==> config.mk <==
export PLATFORM = sky130hd
export DESIGN_NAME = multichannel_localizer_flat
export DESIGN_NICKNAME = d
export VERILOG_FILES = /design/src/rtl/multichannel_localizer_if.sv /design/src/rtl/multichannel_localizer.sv /design/src/flat_wrapper.sv
export SDC_FILE = /design/constraint.sdc
export NUM_CORES = 2
export LEC_CHECK = 0
export CELL_PAD_IN_SITES_DETAIL_PLACEMENT = 0
export CELL_PAD_IN_SITES_GLOBAL_PLACEMENT = 2
export CORE_MARGIN = 1.5
export CORE_UTILIZATION = 37
export CTS_CLUSTER_SIZE = 14
export DETAILED_ROUTE_END_ITERATION = 12
export HOLD_SLACK_MARGIN = 0.08
export PLACE_DENSITY = 0.84
export RECOVER_POWER = 25
export SLEW_MARGIN = 25
export SYNTH_ARGS = -nofsm -noshare
export SYNTH_HDL_FRONTEND = slang
export SYNTH_SLANG_ARGS = --single-unit
==> constraint.sdc <==
create_clock -name clk_in -period 7.9 [get_ports clk_in]
set_input_delay 1.58 -clock clk_in [delete_from_list [all_inputs] [get_ports clk_in]]
set_output_delay 1.58 -clock clk_in [all_outputs]
set_load 0.005 [all_outputs]
==> src/rtl/multichannel_localizer_if.sv <==
// Polar FFT beat stream into the multichannel localizer: {phase, magnitude} per mic, one mic per beat.
interface multichannel_localizer_if #(
  parameter int DATA_WIDTH = 16
) ();
  logic [2*DATA_WIDTH-1:0] s_data_in;
  logic                    s_valid_in;
  logic                    s_last_in;
  logic                    s_ready_out;

  modport master (output s_data_in, output s_valid_in, output s_last_in, input s_ready_out);
  modport slave  (input s_data_in, input s_valid_in, input s_last_in, output s_ready_out);
endinterface

==> src/rtl/multichannel_localizer.sv <==
// Ring-array direction finder: accumulates projected phase differences per frame and resolves the angle by CORDIC.
// Optional LOCALIZER_MAG_WEIGHT_EN scales each difference by the central-mic magnitude.
module multichannel_localizer #(
  parameter int NUM_MICS     = 4,
  parameter int DATA_WIDTH   = 16,
  parameter int ACC_WIDTH    = 48,
  parameter int CORDIC_ITERS = 16
) (
  input  logic                      clk_in,
  input  logic                      rst_in,
  multichannel_localizer_if.slave   s_bus,
  input  logic [DATA_WIDTH-1:0]     threshold_in,
  output logic [15:0]               angle_out,
  output logic                      angle_valid_out,
  output logic                      align_err_out,
  output logic [15:0]               frame_drop_count_out
);
  localparam int IDX_W = $clog2(NUM_MICS);
  localparam int CW    = 17;
  localparam int PW    = DATA_WIDTH + CW;
  localparam int IT_W  = 4;
  localparam real PI   = 3.14159265358979323846;
  localparam logic [IDX_W-1:0] LAST_IDX = IDX_W'(NUM_MICS - 1);
  localparam logic [IT_W-1:0]  LAST_IT  = IT_W'(CORDIC_ITERS - 1);

  typedef enum logic [1:0] {IDLE, PRE, ITER, DONE} state_t;

  function automatic real series_sin(input real a);
    real term, sum;
    term = a;
    sum  = a;
    for (int n = 1; n < 12; n++) begin
      term = -term * a * a / real'((2 * n) * (2 * n + 1));
      sum  = sum + term;
    end
    return sum;
  endfunction

  // Unit vector of ring mic k in Q1.15; sin(x) = -sin(x - pi) keeps the series argument small.
  function automatic logic signed [CW-1:0] ring_coef(input int k, input bit use_sin);
    real ang, r;
    int  q;
    ang = 2.0 * PI * real'(k - 1) / real'(NUM_MICS - 1) + (use_sin ? 0.0 : PI / 2.0) - PI;
    r   = -series_sin(ang);
    q   = (k == 0) ? 0 : int'(r * 32768.0);
    return CW'(q);
  endfunction

  function automatic logic [15:0] atan_lut(input logic [IT_W-1:0] i);
    logic [15:0] v;
    case (i)
      4'd0:    v = 16'd8192;
      4'd1:    v = 16'd4836;
      4'd2:    v = 16'd2555;
      4'd3:    v = 16'd1297;
      4'd4:    v = 16'd651;
      4'd5:    v = 16'd326;
      4'd6:    v = 16'd163;
      4'd7:    v = 16'd81;
      4'd8:    v = 16'd41;
      4'd9:    v = 16'd20;
      4'd10:   v = 16'd10;
      4'd11:   v = 16'd5;
      4'd12:   v = 16'd3;
      4'd13:   v = 16'd1;
      4'd14:   v = 16'd1;
      default: v = 16'd0;
    endcase
    return v;
  endfunction

  logic signed [CW-1:0] cos_s [NUM_MICS];
  logic signed [CW-1:0] sin_s [NUM_MICS];
  for (genvar k = 0; k < NUM_MICS; k++) begin : g_coef
    localparam logic signed [CW-1:0] COS_K = ring_coef(k, 1'b0);
    localparam logic signed [CW-1:0] SIN_K = ring_coef(k, 1'b1);
    assign cos_s[k] = COS_K;
    assign sin_s[k] = SIN_K;
  end

  logic                         ready_r, gate_r, align_err_r, angle_valid_r, zero_r;
  logic                         s1_valid_r, s1_last_r, s1_abort_r, s2_last_r;
  logic [IDX_W-1:0]             mic_idx_r;
  logic signed [DATA_WIDTH-1:0] phase0_r;
  logic signed [PW-1:0]         prod_x_r, prod_y_r;
  logic signed [ACC_WIDTH-1:0]  acc_x_r, acc_y_r, add_x_s, add_y_s;
  logic signed [ACC_WIDTH-1:0]  x_r, y_r, x_nxt_s, y_nxt_s, x_sh_s, y_sh_s, op_x_s, op_y_s;
  logic [15:0]                  z_r, z_nxt_s, angle_r, drop_cnt_r;
  logic [IT_W-1:0]              it_r;
  state_t                       state_r, next_s;
  logic signed [DATA_WIDTH-1:0] phase_s, diff_s, contrib_s;
  logic [DATA_WIDTH-1:0]        mag_s;
  logic                         accept_s, misalign_s, latch_s, load_s, drop_s, clear_s;

  assign {phase_s, mag_s} = s_bus.s_data_in;
  assign accept_s   = s_bus.s_valid_in && ready_r;
  assign misalign_s = accept_s && s_bus.s_last_in && (mic_idx_r != LAST_IDX);
  assign diff_s     = phase_s - phase0_r;

`ifdef LOCALIZER_MAG_WEIGHT_EN
  localparam int WW = 2 * DATA_WIDTH + 1;
  logic [DATA_WIDTH-1:0] mag0_r;
  logic signed [WW-1:0]  weighted_s;
  assign weighted_s = WW'(diff_s) * WW'($signed({1'b0, mag0_r}));
  assign contrib_s  = gate_r ? DATA_WIDTH'(weighted_s >>> DATA_WIDTH) : '0;

  // Central-mic magnitude kept for weighting the ring differences
  always_ff @(posedge clk_in or negedge rst_in) begin
    if (!rst_in) begin
      mag0_r <= '0;
    end else if (accept_s && (mic_idx_r == '0)) begin
      mag0_r <= mag_s;
    end
  end
`else
  assign contrib_s = gate_r ? diff_s : '0;
`endif

  // Stage 1: mic index, central-mic capture and projected products
  always_ff @(posedge clk_in or negedge rst_in) begin
    if (!rst_in) begin
      ready_r     <= 1'b0;
      mic_idx_r   <= '0;
      phase0_r    <= '0;
      gate_r      <= 1'b0;
      prod_x_r    <= '0;
      prod_y_r    <= '0;
      s1_valid_r  <= 1'b0;
      s1_last_r   <= 1'b0;
      s1_abort_r  <= 1'b0;
      align_err_r <= 1'b0;
    end else begin
      ready_r     <= 1'b1;
      s1_valid_r  <= 1'b0;
      s1_last_r   <= 1'b0;
      s1_abort_r  <= misalign_s;
      align_err_r <= misalign_s;
      if (accept_s) begin
        mic_idx_r <= (misalign_s || (mic_idx_r == LAST_IDX)) ? '0 : mic_idx_r + IDX_W'(1);
        if (mic_idx_r == '0) begin
          phase0_r <= phase_s;
          gate_r   <= (mag_s >= threshold_in);
        end else if (!misalign_s) begin
          s1_valid_r <= 1'b1;
          s1_last_r  <= s_bus.s_last_in;
          prod_x_r   <= PW'(contrib_s) * PW'(cos_s[mic_idx_r]);
          prod_y_r   <= PW'(contrib_s) * PW'(sin_s[mic_idx_r]);
        end
      end
    end
  end

  always_comb begin
    add_x_s = '0;
    add_y_s = '0;
    if (s1_valid_r) begin
      add_x_s = ACC_WIDTH'(prod_x_r);
      add_y_s = ACC_WIDTH'(prod_y_r);
    end else begin
      add_x_s = '0;
      add_y_s = '0;
    end
  end

  // A latch or an abort restarts the sums, but a product already in flight still lands
  assign clear_s = s2_last_r || s1_abort_r;

  // Stage 2: wrapping accumulators
  always_ff @(posedge clk_in or negedge rst_in) begin
    if (!rst_in) begin
      acc_x_r   <= '0;
      acc_y_r   <= '0;
      s2_last_r <= 1'b0;
    end else begin
      s2_last_r <= s1_last_r;
      acc_x_r   <= (clear_s ? '0 : acc_x_r) + add_x_s;
      acc_y_r   <= (clear_s ? '0 : acc_y_r) + add_y_s;
    end
  end

  assign latch_s = s2_last_r;
  assign load_s  = latch_s && ((state_r == IDLE) || (state_r == DONE));
  assign drop_s  = latch_s && ((state_r == PRE) || (state_r == ITER));
  assign op_x_s  = acc_x_r >>> 2'd2;
  assign op_y_s  = acc_y_r >>> 2'd2;
  assign x_sh_s  = x_r >>> it_r;
  assign y_sh_s  = y_r >>> it_r;

  // CORDIC next-state and datapath
  always_comb begin
    next_s  = state_r;
    x_nxt_s = x_r;
    y_nxt_s = y_r;
    z_nxt_s = z_r;
    case (state_r)
      IDLE: begin
        if (latch_s) next_s = PRE;
        else         next_s = IDLE;
      end
      PRE: begin
        next_s = ITER;
        if (x_r[ACC_WIDTH-1]) begin
          x_nxt_s = -x_r;
          y_nxt_s = -y_r;
          z_nxt_s = 16'h8000;
        end else begin
          z_nxt_s = 16'h0000;
        end
      end
      ITER: begin
        if (!y_r[ACC_WIDTH-1]) begin
          x_nxt_s = x_r + y_sh_s;
          y_nxt_s = y_r - x_sh_s;
          z_nxt_s = z_r + atan_lut(it_r);
        end else begin
          x_nxt_s = x_r - y_sh_s;
          y_nxt_s = y_r + x_sh_s;
          z_nxt_s = z_r - atan_lut(it_r);
        end
        if (it_r == LAST_IT) next_s = DONE;
        else                 next_s = ITER;
      end
      DONE: begin
        if (latch_s) next_s = PRE;
        else         next_s = IDLE;
      end
      default: next_s = IDLE;
    endcase
  end

  // CORDIC state, operands and result registers
  always_ff @(posedge clk_in or negedge rst_in) begin
    if (!rst_in) begin
      state_r       <= IDLE;
      x_r           <= '0;
      y_r           <= '0;
      z_r           <= '0;
      it_r          <= '0;
      zero_r        <= 1'b0;
      angle_r       <= '0;
      angle_valid_r <= 1'b0;
      drop_cnt_r    <= '0;
    end else begin
      state_r       <= next_s;
      z_r           <= z_nxt_s;
      it_r          <= (state_r == ITER) ? it_r + IT_W'(1) : '0;
      angle_valid_r <= (state_r == ITER) && (it_r == LAST_IT);
      if (load_s) begin
        x_r    <= op_x_s;
        y_r    <= op_y_s;
        zero_r <= (op_x_s == '0) && (op_y_s == '0);
      end else begin
        x_r <= x_nxt_s;
        y_r <= y_nxt_s;
      end
      // A null vector has no direction; report 0 rather than the CORDIC's arbitrary residue
      if ((state_r == ITER) && (it_r == LAST_IT)) begin
        angle_r <= zero_r ? 16'h0000 : z_nxt_s;
      end
      if (drop_s && (drop_cnt_r != 16'hFFFF)) begin
        drop_cnt_r <= drop_cnt_r + 16'd1;
      end
    end
  end

  assign s_bus.s_ready_out    = ready_r;
  assign angle_out            = angle_r;
  assign angle_valid_out      = angle_valid_r;
  assign align_err_out        = align_err_r;
  assign frame_drop_count_out = drop_cnt_r;
endmodule
==> src/flat_wrapper.sv <==
// flat-port wrapper written by rule: the top's interface ports become plain ports
module multichannel_localizer_flat 
#(
  parameter int NUM_MICS     = 4,
  parameter int DATA_WIDTH   = 16,
  parameter int ACC_WIDTH    = 48,
  parameter int CORDIC_ITERS = 16
)
  (clk_in, rst_in, threshold_in, angle_out, angle_valid_out, align_err_out, frame_drop_count_out, s_bus_s_data_in, s_bus_s_valid_in, s_bus_s_last_in, s_bus_s_ready_out);
  multichannel_localizer_if #(.DATA_WIDTH(DATA_WIDTH)) s_bus_i ();
  input  logic clk_in;
  input  logic rst_in;
  input  logic [DATA_WIDTH-1:0] threshold_in;
  output logic [15:0] angle_out;
  output logic angle_valid_out;
  output logic align_err_out;
  output logic [15:0] frame_drop_count_out;
  input wire logic [$bits(s_bus_i.s_data_in)-1:0] s_bus_s_data_in;
  input wire logic [$bits(s_bus_i.s_valid_in)-1:0] s_bus_s_valid_in;
  input wire logic [$bits(s_bus_i.s_last_in)-1:0] s_bus_s_last_in;
  output wire logic [$bits(s_bus_i.s_ready_out)-1:0] s_bus_s_ready_out;
  assign s_bus_i.s_data_in = s_bus_s_data_in;
  assign s_bus_i.s_valid_in = s_bus_s_valid_in;
  assign s_bus_i.s_last_in = s_bus_s_last_in;
  assign s_bus_s_ready_out = s_bus_i.s_ready_out;
  multichannel_localizer #(.NUM_MICS(NUM_MICS), .DATA_WIDTH(DATA_WIDTH), .ACC_WIDTH(ACC_WIDTH), .CORDIC_ITERS(CORDIC_ITERS)) u_core (.clk_in(clk_in), .rst_in(rst_in), .s_bus(s_bus_i), .threshold_in(threshold_in), .angle_out(angle_out), .angle_valid_out(angle_valid_out), .align_err_out(align_err_out), .frame_drop_count_out(frame_drop_count_out));
endmodule
; ---- Word level (Yosys, flattened, before mapping)
; Memories as Yosys holds them, arrays and structs flattened.
; Cells that the tools add are included.
[op_classes]
bitwise = 3
n_shift = 2
muxes = 38
n_lt_le_gt_ge = 2
n_addsub = 14
eq_ne = 8
div = 0
n_reduce_logical = 21
n_mul = 2
[ops]
columns = operator, count
row1 = $mux W48, 10
row2 = $add A48 B48 Y48, 4
row3 = $pmux W48 S2, 2
row4 = $mux W16, 8
row5 = $logic_not A48 Y1, 2
row6 = $neg A48 Y48, 2
row7 = $sshr A48 B4 Y48, 2
row8 = $sub A48 B48 Y48, 2
row9 = $bmux W17 S2, 2
row10 = $mux W17, 4
row11 = $mul A16 B17 Y33, 2
row12 = $pmux W16 S2, 1
row13 = $sub A16 B16 Y16, 2
row14 = $add A16 B1 Y16 const B, 1
row15 = $add A16 B16 Y16, 1
row16 = $ge A16 B16 Y1, 1
row17 = $ne A16 B16 Y1 const B, 1
row18 = $logic_and A1 B1 Y1, 8
row19 = $mux W1, 8
row20 = $eq A2 B2 Y1 const B, 3
row21 = $pmux W2 S3, 1
row22 = $add A4 B1 Y4 const B, 1
row23 = $eq A4 B4 Y1 const B, 1
row24 = $logic_not A2 Y1, 2
row25 = 14 further kinds, 19
[word_totals]
register_bits = 338
latch_bits = 0
memories = 2
out_inout_bits = 35
ramBits = 0
rom_bits = 448
inputBits = 52
wordCells = 114
[memory_table]
columns = memory, depth, word_bits, read_ports, rd_clocked_by_memory_dff, write_ports, line_no
row1 = (no name shown), 16, 14, 1, 0, 0, multichannel_localizer.sv:51  ; case (i)
row2 = (no name shown), 16, 14, 1, 0, 0, multichannel_localizer.sv:51

; ---- Longest topological paths before layout
; An unclocked memory read counts as a cell.
[depth]
ltp_word = 7
ltp_mapped = 38
ltp_nobuf = 38

; ---- Least setup slack after synthesis
; OpenSTA, ideal clock, no wires.
[synth_path]
path_kind = input to register
startpoint = input s_bus_s_data_in[16]
endpoint = register u_core.prod_y_r[32]
path_buffers = 0
setup_slack_ns = -1.446
t_required_ns = 7.765
arrival_time_ns = 9.211
path_stages = 36
setup_ns = 0.135
path_cell_list = inv_1 > ha_1 > inv_1 > fa_1 > a21o_1 > a21oi_1 > nor2b_1 > o21ai_0 > a21oi_1 > a41oi_1 > a211o_1 > o21ai_0 > mux2i_1 > and2_1 > inv_1 > fa_1 > fa_1 > inv_1 > fa_1 > fa_1 > fa_1 > inv_1 > fa_1 > inv_1 > ha_1 > a21o_1 > a21o_1 > a21oi_1 > o21ai_0 > a31o_2 > o2111ai_1 > a31oi_1 > or4_1 > a31oi_1 > xnor2_1 > o21ai_0
[synth_via]
elab_chain_len = 3
[synth_rtl]
columns = item, line_no
row1 = "start, declared", flat_wrapper.sv:18  ; input wire logic [$bits(s_bus_i.s_data_in)-1:0] s_bus_s_data_in;
row2 = $sub A16 B16 Y16, multichannel_localizer.sv:98  ; assign diff_s = phase_s - phase0_r;
row3 = $mux W16, multichannel_localizer.sv:116  ; assign contrib_s = gate_r ? diff_s : '0;
row4 = $mul A16 B17 Y33, multichannel_localizer.sv:147  ; prod_y_r <= PW'(contrib_s) * PW'(sin_s[mic_idx_r]);
row5 = "end signal, assigned", multichannel_localizer.sv:147
row6 = "end, declared", multichannel_localizer.sv:85  ; logic signed [PW-1:0] prod_x_r, prod_y_r;
; Every way passes these cells.
; A chain may end at the register's enable or synchronous reset.

; ---- Worst setup path after layout
; Same ends and word-level chain as after synthesis.

==> impl_metrics.yaml <==
detailed_routing:
  via_per_inst: 5.51
  ant_nets: 0
  drt_iter0_drc: 2853
  avgRoutedWirePerCell_um: 20.2
  drt_pass1_iterations: 6
  totalWireLength_um: 143000
  remaining_drc_errors: 0
  vias: 38900
grt:
  grt_pass1_vias: 39100
  grt_overflow_total: 0
  grt_max_degree: 135
  antenna_found_initial: 2
  grt_first_pass_wirelength_um: 225000
  grtUsageTotal_pct: 23.3
clocking:
  cts_tree: "yes"
  clockBufferDepth: 3
  cts_htree_levels: 2
  clock_sinks: 319
  postCtsHoldBufs: 0
  clk_latency_ns: 0.64
  clockRootBuffer: "clkbuf_16"
  clk_pin_slew_worst_paths_ns: 0.07
  cts_buffers: 43
finish:
  fin_cells: 7054
  multiInputGateArea_um2: 34400
  n_antenna_cell: 0
  final_common_cell: "inv_1"
  register_area_um2: 8000
  drive_above_1_share_pct: 15.0
  nFillCells: 11900
  mostFrequentLayoutCells: "477 x inv_1, 434 x nand2_1, 365 x buf_4, 349 x ha_1, 326 x nor2_1"
  nets: 6144
  area_delta_synth_final_pct: 15.8
floorplan:
  initial_core_util_pct: 37.3
  die_h_um: 350
  die_x_um: 350
  ios: 87
  dieArea_um2: 123000
  placementRows: 127
  core_um2: 120000
timing:
  post-route-min-period_ns: 8.64
  hold_viol_final: 0
  rsz0062_at_grt: "yes"
  post-route-period-util_pct: 109
  hold_ws_ns: 0.365
  fmax_ghz: 0.116
  finClkSkew_ns: 0.0455
  timing.final.ws_setup_ns: -0.737
  slew_violations: 314
  relSlewSlack_pct: -265
  setup_violations: 15
  worstMarginPinSlew_ns: 5.47
critical_path:
  worstPathMaxFanout: 3
  cp_slowest_cell: "fa_2"
  path_common_cell: "fa_2"
  reg2reg_depth: 35
  critical_path_required_ns: 8.36
  end_kind: "register"
  critPathKind: "in2reg"
  start_kind: "primary input"
  cpPeakStageDelay_ns: 0.60
  worstPathArrival_ns: 9.10
synthesis:
  yosys_warnings: 0
  synth_nets: 5884
  synth_edf_count: 0
  avgSynthCellArea_um2: 8.66
  yosysUniqueCellTypes: 98
  ys_seq_area_share_pct: 17.9
  synth.ff_latch_count: 319
  synthesis.area_um2: 44600
  synth-main-ff-cell: "dfrtp_1"
  synthArstFlopShare_pct: 100
  synthCells: 5148
run_status:
  status: "finished with violations"
  violations: "max-capacitance violations, max-slew violations, negative setup slack"
place:
  dp.cells: 6943
  dp_hpwl_um: 112000
  routabilityCongestion: 0.937
  portBuffers: 86
job:
  max-cap-violations: 4
hold_path:
  min_path_cells: 0
  hold_class: "reg2reg"
[Yosys cell counts (all sizes together) (68+ instances only)]
cell | n | area (µm²)
ha | 370 | 4630
mux4 | 96 | 2210
nor2 | 336 | 1260
mux2i | 85 | 851
o21ai | 267 | 1340
buf | 68 | 389
inv | 502 | 1880
nor3 | 134 | 681
nand3 | 92 | 460
nand2 | 442 | 1660
xor2 | 131 | 1150
fa | 314 | 6290
a21o | 130 | 976
and2 | 170 | 1060
xnor2 | 238 | 2090
a21oi | 332 | 1660
clkbuf | 186 | 698
mux2 | 72 | 811
dfrtp | 319 | 7980
[cell type report]
class,count,share of cell area [%]
Sequential cell,319,15.5
Clock buffer,57,2.31
Inverter,504,3.70
Multi-Input combinational cell,4070,66.7
Timing Repair Buffer,470,7.35
Tap cell,1612,3.91
Clock inverter,22,0.538
[state kept, by name, summed over array words and instances, names as in the netlist, 2 cells and up]
register	flops
u_core.acc_x_r	46
u_core.acc_y_r	47
u_core.z_r	16
u_core.prod_x_r	18
u_core.frame_drop_count_out	16
u_core.phase0_r	16
u_core.it_r	4
u_core.prod_y_r	32
u_core.state_r	2
u_core.y_r	48
u_core.mic_idx_r	2
u_core.angle_out	16
u_core.x_r	48
[worst max-delay path: cells and delay by family]
family          cells  cell delay [ns]
compound gates     16             2.42
xor+xnor            1             0.13
fa+ha+maj           9             3.40
buf+inv             6             0.38
mux                 1             0.32
simple gates        3             0.87
[kinds of logic after synthesis]
kind of cell               Yosys count  synth area share (%)
and+or+nand+nor                   1535                  17.1
adders and majority gates          684                  24.5
other                                1               0.00841
xor gates and xnor gates           369                  7.27
DFF                                319                  17.9
buffers and inverters              759                  6.70
AOI/OAI and AO/OA                 1228                  17.9
muxes                              253                  8.69
[through the flow]
step	setup slack (ns)	utilization [%]	setup TNS (ns)	area, µm²
2_1_floorplan	-0.880	-	-4.47	44900
3_3_place_gp	-1.83	41.3	-33.39	49400
3_5_place_dp	-1.90	41.3	-35.57	49400
4_1_cts	-0.701	42.9	-4.00	51400
5_1_grt	-1.01	43.1	-105.23	51600
6_report	-0.737	43.1	-3.51	51600
[routing by layer]
| metal | global-route usage, % | vias to the layer above | part of all wire (%) |
|---|---|---|---|
| met5 | 0.706 | - | 0.090 |
| met1 | 29.5 | 19000 | 43 |
| met2 | 40.4 | 945 | 49 |
| li1 | - | 18700 | - |
| met4 | 9.32 | 4 | 4.3 |
| met3 | 2.35 | 246 | 4.2 |
[final timing paths]
path	slack (ns)	end	startpoint
min in group asynchronous	3.19	u_core.x_r[34]	rst_in
worst min-delay path	0.36	u_core.latch_s	u_core.s1_last_r
worst max register to register	-0.14	u_core.prod_y_r[32]	u_core.phase0_r[1]
worst min register to register	0.36	u_core.latch_s	u_core.s1_last_r
worst max-delay path	-0.74	u_core.prod_y_r[32]	s_bus_s_data_in[16]
max in group asynchronous	0.35	u_core.phase0_r[12]	rst_in
[repair_timing]
action / CTS / global route
setup buffers: 25 / 13
setup endpoints to repair: 27 / 25
pin swaps: 86 / 67
resized for setup: 87 / 52
Power is left out: the tool's default activity adds up to more than one toggle a clock period on the data nets, which glitch-free logic cannot reach.
